[config.mk]
export PLATFORM = sky130hd
export DESIGN_NAME = alu_seq_ctrl_flat
export DESIGN_NICKNAME = d
export VERILOG_FILES = /design/src/rtl/alu_pkg.sv /design/src/rtl/alu_seq_ctrl_if.sv /design/src/rtl/alu_seq_ctrl.sv /design/src/flat_wrapper.sv
export SDC_FILE = /design/constraint.sdc
export NUM_CORES = 1
export LEC_CHECK = 0
export CAP_MARGIN = 15
export CORE_AREA = 10 10 91 93
export DETAILED_ROUTE_END_ITERATION = 12
export DIE_AREA = 0 0 101 103
export GPL_ROUTABILITY_DRIVEN = 0
export PLACE_DENSITY = 0.83
export SYNTH_ARGS = -nofsm -noshare
export SYNTH_HDL_FRONTEND = slang
export SYNTH_SLANG_ARGS = --single-unit
[constraint.sdc]
create_clock -name clk -period 2.3 [get_ports clk]
set_input_delay 0.345 -clock clk [delete_from_list [all_inputs] [get_ports clk]]
set_output_delay 0.345 -clock clk [all_outputs]
set_load 0.01 [all_outputs]
[src/rtl/alu_pkg.sv]
// Shared opcode and state definitions for the ALU sequencer and its neighbours.
package alu_pkg;

  localparam int unsigned ALU_OP_W = 2;
  localparam int unsigned CMD_OP_W = 3;

  localparam logic [ALU_OP_W-1:0] ALU_ADD = 2'b00;
  localparam logic [ALU_OP_W-1:0] ALU_SUB = 2'b01;
  localparam logic [ALU_OP_W-1:0] ALU_AND = 2'b10;
  localparam logic [ALU_OP_W-1:0] ALU_INC = 2'b11;

  localparam logic [CMD_OP_W-1:0] CMD_LOAD = 3'b000;
  localparam logic [CMD_OP_W-1:0] CMD_ADD  = 3'b001;
  localparam logic [CMD_OP_W-1:0] CMD_SUB  = 3'b010;
  localparam logic [CMD_OP_W-1:0] CMD_AND  = 3'b011;
  localparam logic [CMD_OP_W-1:0] CMD_INC  = 3'b100;
  localparam logic [CMD_OP_W-1:0] CMD_MUL  = 3'b101;
  localparam logic [CMD_OP_W-1:0] CMD_CLR  = 3'b110;
  localparam logic [CMD_OP_W-1:0] CMD_ILL  = 3'b111;

  typedef enum logic [1:0] {
    ST_IDLE     = 2'b00,
    ST_EXEC     = 2'b01,
    ST_MUL_LOOP = 2'b10,
    ST_DONE     = 2'b11
  } state_e;

  // Commands that run through the ALU map onto its opcode; everything else idles it on ADD.
  function automatic logic [ALU_OP_W-1:0] cmd_to_alu(input logic [CMD_OP_W-1:0] op);
    case (op)
      CMD_ADD: cmd_to_alu = ALU_ADD;
      CMD_SUB: cmd_to_alu = ALU_SUB;
      CMD_AND: cmd_to_alu = ALU_AND;
      CMD_INC: cmd_to_alu = ALU_INC;
      default: cmd_to_alu = ALU_ADD;
    endcase
  endfunction

endpackage

[src/rtl/alu_seq_ctrl_if.sv]
// Command and response handshake channels between a host and the ALU sequencer.
interface alu_seq_ctrl_if #(
  parameter int unsigned DATA_WIDTH = 8
);
  import alu_pkg::*;

  logic                  cmd_valid;
  logic                  cmd_ready;
  logic [CMD_OP_W-1:0]   cmd_op;
  logic [DATA_WIDTH-1:0] cmd_data;
  logic                  rsp_valid;
  logic                  rsp_ready;
  logic [DATA_WIDTH-1:0] rsp_data;
  logic                  rsp_err;

  modport master (
    output cmd_valid, cmd_op, cmd_data, rsp_ready,
    input  cmd_ready, rsp_valid, rsp_data, rsp_err
  );

  modport slave (
    input  cmd_valid, cmd_op, cmd_data, rsp_ready,
    output cmd_ready, rsp_valid, rsp_data, rsp_err
  );

endinterface

[src/rtl/alu_seq_ctrl.sv]
// Multi-cycle command sequencer owning an accumulator; drives a shared combinational ALU
// and builds MUL from repeated ADDs. All outputs come from registers loaded with next-state values.
module alu_seq_ctrl
  import alu_pkg::*;
#(
  parameter int unsigned DATA_WIDTH = 8
) (
  input  logic                  clk,
  input  logic                  rst,
  alu_seq_ctrl_if.slave         bus,
  output logic [ALU_OP_W-1:0]   alu_op,
  output logic [DATA_WIDTH-1:0] alu_a,
  output logic [DATA_WIDTH-1:0] alu_b,
  input  logic [DATA_WIDTH-1:0] alu_out
);

  state_e                state_q, state_d;
  logic [DATA_WIDTH-1:0] acc_q, acc_d;
  logic [CMD_OP_W-1:0]   op_q, op_d;
  logic [DATA_WIDTH-1:0] data_q, data_d;
  logic [DATA_WIDTH-1:0] prod_q, prod_d;
  logic [DATA_WIDTH-1:0] cnt_q, cnt_d;
  logic [DATA_WIDTH-1:0] mcand_q, mcand_d;
  logic                  rsp_err_q, rsp_err_d;
  logic                  rsp_valid_q, rsp_valid_d;
  logic [DATA_WIDTH-1:0] rsp_data_q, rsp_data_d;
  logic                  cmd_ready_q, cmd_ready_d;
  logic [ALU_OP_W-1:0]   alu_op_q, alu_op_d;
  logic [DATA_WIDTH-1:0] alu_a_q, alu_a_d;
  logic [DATA_WIDTH-1:0] alu_b_q, alu_b_d;

  // Next-state, datapath and next-output computation.
  always_comb begin
    state_d   = state_q;
    acc_d     = acc_q;
    op_d      = op_q;
    data_d    = data_q;
    prod_d    = prod_q;
    cnt_d     = cnt_q;
    mcand_d   = mcand_q;
    rsp_err_d = rsp_err_q;

    case (state_q)
      ST_IDLE: begin
        if (bus.cmd_valid) begin
          op_d   = bus.cmd_op;
          data_d = bus.cmd_data;
          if (bus.cmd_op == CMD_MUL) begin
            prod_d  = '0;
            cnt_d   = bus.cmd_data;
            mcand_d = acc_q;
            state_d = ST_MUL_LOOP;
          end else begin
            state_d = ST_EXEC;
          end
        end
      end
      ST_EXEC: begin
        rsp_err_d = 1'b0;
        case (op_q)
          CMD_LOAD: acc_d = data_q;
          CMD_CLR:  acc_d = '0;
          CMD_ILL:  rsp_err_d = 1'b1;
          default:  acc_d = alu_out;
        endcase
        state_d = ST_DONE;
      end
      ST_MUL_LOOP: begin
        rsp_err_d = 1'b0;
        if (cnt_q != '0) begin
          prod_d = alu_out;
          cnt_d  = cnt_q - DATA_WIDTH'(1);
        end else begin
          acc_d   = prod_q;
          state_d = ST_DONE;
        end
      end
      ST_DONE: begin
        if (bus.rsp_ready) begin
          rsp_err_d = 1'b0;
          state_d   = ST_IDLE;
        end
      end
      default: state_d = ST_IDLE;
    endcase

    // Outputs are registered, so they are derived from the state about to be entered.
    cmd_ready_d = (state_d == ST_IDLE);
    rsp_valid_d = (state_d == ST_DONE);
    rsp_data_d  = acc_d;
    alu_op_d    = ALU_ADD;
    alu_a_d     = acc_d;
    alu_b_d     = data_d;
    if (state_d == ST_EXEC) begin
      alu_op_d = cmd_to_alu(op_d);
    end else if (state_d == ST_MUL_LOOP) begin
      alu_a_d = prod_d;
      alu_b_d = mcand_d;
    end
  end

  always_ff @(posedge clk) begin
    if (rst) begin
      state_q     <= ST_IDLE;
      acc_q       <= '0;
      op_q        <= '0;
      data_q      <= '0;
      prod_q      <= '0;
      cnt_q       <= '0;
      mcand_q     <= '0;
      rsp_err_q   <= 1'b0;
      rsp_valid_q <= 1'b0;
      rsp_data_q  <= '0;
      cmd_ready_q <= 1'b1;
      alu_op_q    <= ALU_ADD;
      alu_a_q     <= '0;
      alu_b_q     <= '0;
    end else begin
      state_q     <= state_d;
      acc_q       <= acc_d;
      op_q        <= op_d;
      data_q      <= data_d;
      prod_q      <= prod_d;
      cnt_q       <= cnt_d;
      mcand_q     <= mcand_d;
      rsp_err_q   <= rsp_err_d;
      rsp_valid_q <= rsp_valid_d;
      rsp_data_q  <= rsp_data_d;
      cmd_ready_q <= cmd_ready_d;
      alu_op_q    <= alu_op_d;
      alu_a_q     <= alu_a_d;
      alu_b_q     <= alu_b_d;
    end
  end

  assign bus.cmd_ready = cmd_ready_q;
  assign bus.rsp_valid = rsp_valid_q;
  assign bus.rsp_data  = rsp_data_q;
  assign bus.rsp_err   = rsp_err_q;
  assign alu_op        = alu_op_q;
  assign alu_a         = alu_a_q;
  assign alu_b         = alu_b_q;

endmodule
[src/flat_wrapper.sv]
// flat-port wrapper written by rule: the top's interface ports become plain ports
module alu_seq_ctrl_flat import alu_pkg::*;
#(
  parameter int unsigned DATA_WIDTH = 8
)
  (clk, rst, alu_op, alu_a, alu_b, alu_out, bus_cmd_valid, bus_cmd_op, bus_cmd_data, bus_rsp_ready, bus_cmd_ready, bus_rsp_valid, bus_rsp_data, bus_rsp_err);
  alu_seq_ctrl_if #(.DATA_WIDTH(DATA_WIDTH)) bus_i ();
  input  logic clk;
  input  logic rst;
  output logic [ALU_OP_W-1:0] alu_op;
  output logic [DATA_WIDTH-1:0] alu_a;
  output logic [DATA_WIDTH-1:0] alu_b;
  input  logic [DATA_WIDTH-1:0] alu_out;
  input wire logic [$bits(bus_i.cmd_valid)-1:0] bus_cmd_valid;
  input wire logic [$bits(bus_i.cmd_op)-1:0] bus_cmd_op;
  input wire logic [$bits(bus_i.cmd_data)-1:0] bus_cmd_data;
  input wire logic [$bits(bus_i.rsp_ready)-1:0] bus_rsp_ready;
  output wire logic [$bits(bus_i.cmd_ready)-1:0] bus_cmd_ready;
  output wire logic [$bits(bus_i.rsp_valid)-1:0] bus_rsp_valid;
  output wire logic [$bits(bus_i.rsp_data)-1:0] bus_rsp_data;
  output wire logic [$bits(bus_i.rsp_err)-1:0] bus_rsp_err;
  assign bus_i.cmd_valid = bus_cmd_valid;
  assign bus_i.cmd_op = bus_cmd_op;
  assign bus_i.cmd_data = bus_cmd_data;
  assign bus_i.rsp_ready = bus_rsp_ready;
  assign bus_cmd_ready = bus_i.cmd_ready;
  assign bus_rsp_valid = bus_i.rsp_valid;
  assign bus_rsp_data = bus_i.rsp_data;
  assign bus_rsp_err = bus_i.rsp_err;
  alu_seq_ctrl #(.DATA_WIDTH(DATA_WIDTH)) u_core (.clk(clk), .rst(rst), .bus(bus_i), .alu_op(alu_op), .alu_a(alu_a), .alu_b(alu_b), .alu_out(alu_out));
endmodule
Yosys cells after proc, flatten, opt, wreduce, memory -nomap -nowiden
Cells that the tools add are included.
{"block": "word_totals", "register_bits": 66, "latchBits": 0, "mem_bits_rw": 0, "romBits": 0, "inputBits": 23, "output_inout_bits": 29, "mem_count": 0}
{"block": "op_classes", "n_addsub": 1, "n_mul": 0, "n_div": 0, "n_lt_le_gt_ge": 0, "eq_ne": 16, "n_shift": 0, "muxes": 31, "bitwise_logic": 1, "n_reduce_logical": 9}
{"op": "2-to-1 mux 8 bit", "n": 16}
{"op": "one-hot mux 8 bit (2 select lines)", "n": 3}
{"op": "one-hot mux 8 bit (3 select lines)", "n": 1}
{"op": "equality test 3 bit, second input constant", "n": 4}
{"op": "equality test 2 bit, second input constant", "n": 4}
{"op": "2-to-1 mux 2 bit", "n": 4}
{"op": "one-hot mux 2 bit (4 select lines)", "n": 1}
{"op": "nonzero test 8 bit", "n": 1}
{"op": "subtractor 8 x 1 -> 8 bit, second input constant", "n": 1}
{"op": "equality test 3 x 2 -> 1 bit, second input constant", "n": 2}
{"op": "2-to-1 mux 3 bit", "n": 2}
{"op": "one-hot mux 2 bit (3 select lines)", "n": 1}
{"op": "equality test 2 x 1 -> 1 bit, second input constant", "n": 2}
{"op": "zero test 2 bit", "n": 2}
{"op": "inequality test 2 x 1 -> 1 bit, second input constant", "n": 2}
{"op": "inequality test 2 bit, second input constant", "n": 2}
{"op": "AND reduction 4 bit", "n": 1}
{"op": "zero test 3 bit", "n": 1}
{"op": "one-hot mux 1 bit (3 select lines)", "n": 1}
{"op": "nonzero test 3 bit", "n": 1}
{"op": "2-to-1 mux 1 bit", "n": 2}
{"op": "AND reduction 2 bit", "n": 1}
{"op": "nonzero test 2 bit", "n": 1}
{"op": "OR reduction 2 bit", "n": 1}
{"op": "NOT 1 bit", "n": 1}

Longest topological paths before layout
{"block": "logic_depth", "depth_word": 7, "ltp_mapped": 10, "ltp_nobuf": 7}

Least setup slack after synthesis
Ideal clock, no wire load.
{"block": "synth_path", "kind": "reg-to-reg", "startpoint": "register u_core.state_q[0]", "endpoint": "register u_core.alu_a_q[4], in the netlist u_core.alu_a[4]", "setup_time_ps": 136, "arrival_ps": 1946, "setup_slack_ps": 218, "stages_incl_launch_ff": 11, "n_path_buf": 3, "synth_period_minus_slack_ps": 2082, "cell_sequence": "dfxtp_1 > inv_1 > ha_1 > buf_2 > inv_1 > or2_1 > buf_4 > a21boi_1 > buf_2 > a2111oi_0 > a211oi_1"}
{"block": "synth_between", "elab_chain_len": 5}
{"item": "start: declaration", "line_no": "alu_seq_ctrl.sv:17", "rtl": "state_e state_q, state_d;"}
{"item": "start signal: assignment", "line_no": "alu_seq_ctrl.sv:119", "rtl": "state_q <= state_d;"}
{"item": "equality test 2 bit, or another cell as far along", "line_no": "alu_seq_ctrl.sv:43", "rtl": "case (state_q)"}
{"item": "one-hot mux 2 bit (4 select lines)", "line_no": "alu_seq_ctrl.sv:43"}
{"item": "equality test 2 bit", "line_no": "alu_seq_ctrl.sv:96", "rtl": "end else if (state_d == ST_MUL_LOOP) begin"}
{"item": "2-to-1 mux 8 bit", "line_no": "alu_seq_ctrl.sv:96"}
{"item": "2-to-1 mux 8 bit (*)", "line_no": "alu_seq_ctrl.sv:94", "rtl": "if (state_d == ST_EXEC) begin"}
{"item": "end signal: assignment", "line_no": "alu_seq_ctrl.sv:131", "rtl": "alu_a_q <= alu_a_d;"}
{"item": "end: declaration", "line_no": "alu_seq_ctrl.sv:29", "rtl": "logic [DATA_WIDTH-1:0] alu_a_q, alu_a_d;"}
Every way passes the cells marked *; elsewhere a longest branch is shown, timed or not.
A chain may end at the register's enable or synchronous reset.

Final worst setup path
Same ends and word-level chain as after synthesis.

==> impl_metrics.tcl <==
set metrics [dict create \
    rows 30 \
    postSynthCellCount 397 \
    die_x_um 101 \
    path_buf_inv 1 \
    status "finished, final reports clean" \
    core-area_um2 6570 \
    start_util 0.516 \
    synthMostInstantiatedCell "dfxtp_1" \
    arrival_ps 2440 \
    pin_count 52 \
    synthArstFlopShare 0 \
    worst_slack_ps 130 \
    synth.avg_cell_area_um2 8.54 \
    fin_worst_skew_ps 8.64 \
    start_kind "register" \
    maxCapViolations 0 \
    irDropWorstVdd_mv 0.994 \
    drive_above_1_share 0.171 \
    worst_path_max_delay_cell "a2111oi_2" \
    yosys_warnings 0 \
    yosys.area.top_type_share 0.390 \
    tns_ps 0 \
    grt_start_max_net_pins 35 \
    h-tree-depth 3 \
    dp.cells 532 \
    cts_root_buf "clkbuf_8" \
    cts_buffers 9 \
    yosysSeqAreaShare 0.390 \
    synth_area_leaders "dfxtp_1, nor2_1, mux2i_1, a21oi_1, o21ai_0" \
    dr.pass1.iters 5 \
    place_ws_ps -245 \
    diodes 0 \
    tightest_slew_ps 723 \
    die-area_um2 10400 \
    cts_sinks 66 \
    slew_viol_final 0 \
    synth_flop_cell "dfxtp_1" \
    ant_nets 0 \
    critical_path_class "reg -> reg" \
    gr-total-overflow 0 \
    p_leak_nw 1.67 \
    ctsHoldBuffers 0 \
    cp_max_fo 7 \
    place_area_um2 4100 \
    hold_class "in -> reg" \
    max-slew-margin-rel 0.515 \
    fmax_mhz 461 \
    fin_hold_ws_ps 478 \
    grt_usage 0.200 \
    cts_buffer_depth 2 \
    areaGrowthSynthToFinish_pct 28.4 \
    crit_chain "ha_1, nor2b_1, a2111oi_2, a31o_2, buf_4, a2111oi_1, a211oi_1" \
    cts_tree "yes" \
    vias 3405 \
    io_buffers 51 \
    finalInstanceArea_um2 4350 \
    setup_violations 0 \
    antenna_found_initial 0 \
    timing.final.crit_period_ps 2170 \
    synthTopCellsByCount "dfxtp_1, nor2_1, a21oi_1, nand2_1, o21ai_0" \
    synth-seq-cells 66 \
    drcViolationCount 0 \
    grt_first_pass_wirelength_mm 16.5 \
    synth_edf_count 0 \
    crit_family "compound AO/OA/AOI/OAI gates" \
    fin_crit_sh 0.943 \
    synth_area_leader_cell "dfxtp_1" \
    wl_per_cell_um 19.1 \
    cp.required_ps 2570 \
    clk_latency_ps 360 \
    clkTransAtPathRegs_ps 70 \
    drtIter0Drc 432 \
    endpoint_kind "register" \
    die_y_um 103 \
    final_cells 547 \
    syn-num-nets 425 \
    rsz0062_at_grt "no" \
    dp_hpwl_mm 7.43 \
    crit_path_max_incr_delay_ps 550 \
    final_nets 491 \
    viasPerCell 6.22 \
    grt_pass1_vias 3392 \
    routed_wirelength_mm 10.4 \
    powerDensity_nw_per_um2 1360 \
    ys_types 60 \
    hold_viol_final 0 \
    synth_area_um2 3390 \
    cts_setup_buffers 0 \
]
## cells by family (layout without fill, tap and decap cells)
| group | Yosys count | in the layout | synth area share |
|---|---|---|---|
| and+or+nand+nor | 139 | 139 | 0.206 |
| AOI/OAI and AO/OA | 127 | 127 | 0.263 |
| DFF | 66 | 66 | 0.390 |
| buffers and inverters | 37 | 107 | 0.0550 |
| muxes | 22 | 22 | 0.0653 |
| adders and majority gates | 5 | 5 | 0.0184 |
| xor gates and xnor gates | 1 | 1 | 0.00258 |
## placed cells by master (no fill, tap or decap), drive strengths merged, types with 3 or more instances in the layout
cell type      synthesis  final
a22oi                  3      3
clkbuf                17     10
a32oi                  8      8
a21oi                 28     28
and3b                  8      8
o21ai                 48     48
inv                    9      9
ha                     5      5
a2111oi                9      9
nand3                 16     16
mux2i                 21     21
a211oi                 8      8
nand2                 29     29
buf                   11     33
clkdlybuf4s50          0     50
a221oi                 8      8
dfxtp                 66     66
nor2b                  6      6
nor2                  59     59
nor3                   4      4
## flip-flops by register name (all words and copies together), names as in the netlist
name                  count
u_core.acc_q              8
u_core.alu_a              8
u_core.alu_b              8
u_core.alu_op             2
u_core.bus.cmd_ready      1
u_core.bus.rsp_err        1
u_core.bus.rsp_valid      1
u_core.cnt_q              8
u_core.data_q             8
u_core.mcand_q            8
u_core.op_q               3
u_core.prod_q             8
u_core.state_q            2
## through the flow
step,utilization,total power [mW]
after global routing,0.663,6.24
after floorplan,-,3.59
after CTS,0.655,5.73
final,0.663,5.91
after global placement,0.624,4.61
after detailed placement,0.624,4.70
## repair_timing
action	CTS	global route
cloned	0	0
resized for setup	3	16
pin swaps	0	2
setup endpoints to repair	9	18
## per-layer routing
metal | GRT usage | share of wire | vias to the layer above | wire (µm)
met5 | 0 | 0 | - | 0
met4 | 0.116 | 0.041 | 0 | 427
met3 | 0.0690 | 0.098 | 38 | 1020
met2 | 0.312 | 0.46 | 194 | 4850
met1 | 0.234 | 0.40 | 1590 | 4130
li1 | - | - | 1583 | -
## power by group
group	switching, mW	leakage (nW)	internal, mW
sequential	0.195	0.537	1.40
clock	0.466	0.0941	0.520
combinational	1.92	1.03	1.41
total	2.58	1.67	3.33
## area by class of cell
type	instances	area, µm²
Clock buffer	10	138
Tap cell	80	100
Sequential cell	66	1320
Fill cell	530	2210
Inverter	9	33.8
Timing Repair Buffer	83	758
Multi-Input combinational cell	294	1950
Clock inverter	5	55.1
## final timing paths
path	start	to	slack, ps	cells after the start
setup / recovery	u_core.state_q[0]$_SDFF_PP0_	u_core.alu_a[4]$_SDFF_PP0_	130	7
hold / removal	rst	u_core.mcand_q[7]$_SDFF_PP0_	480	2
setup reg to reg	u_core.state_q[0]$_SDFF_PP0_	u_core.alu_a[4]$_SDFF_PP0_	130	7
hold reg to reg	u_core.bus.rsp_err$_SDFFE_PP0P_	u_core.bus.rsp_err$_SDFFE_PP0P_	490	2
(Power assumes the default switching activity.)
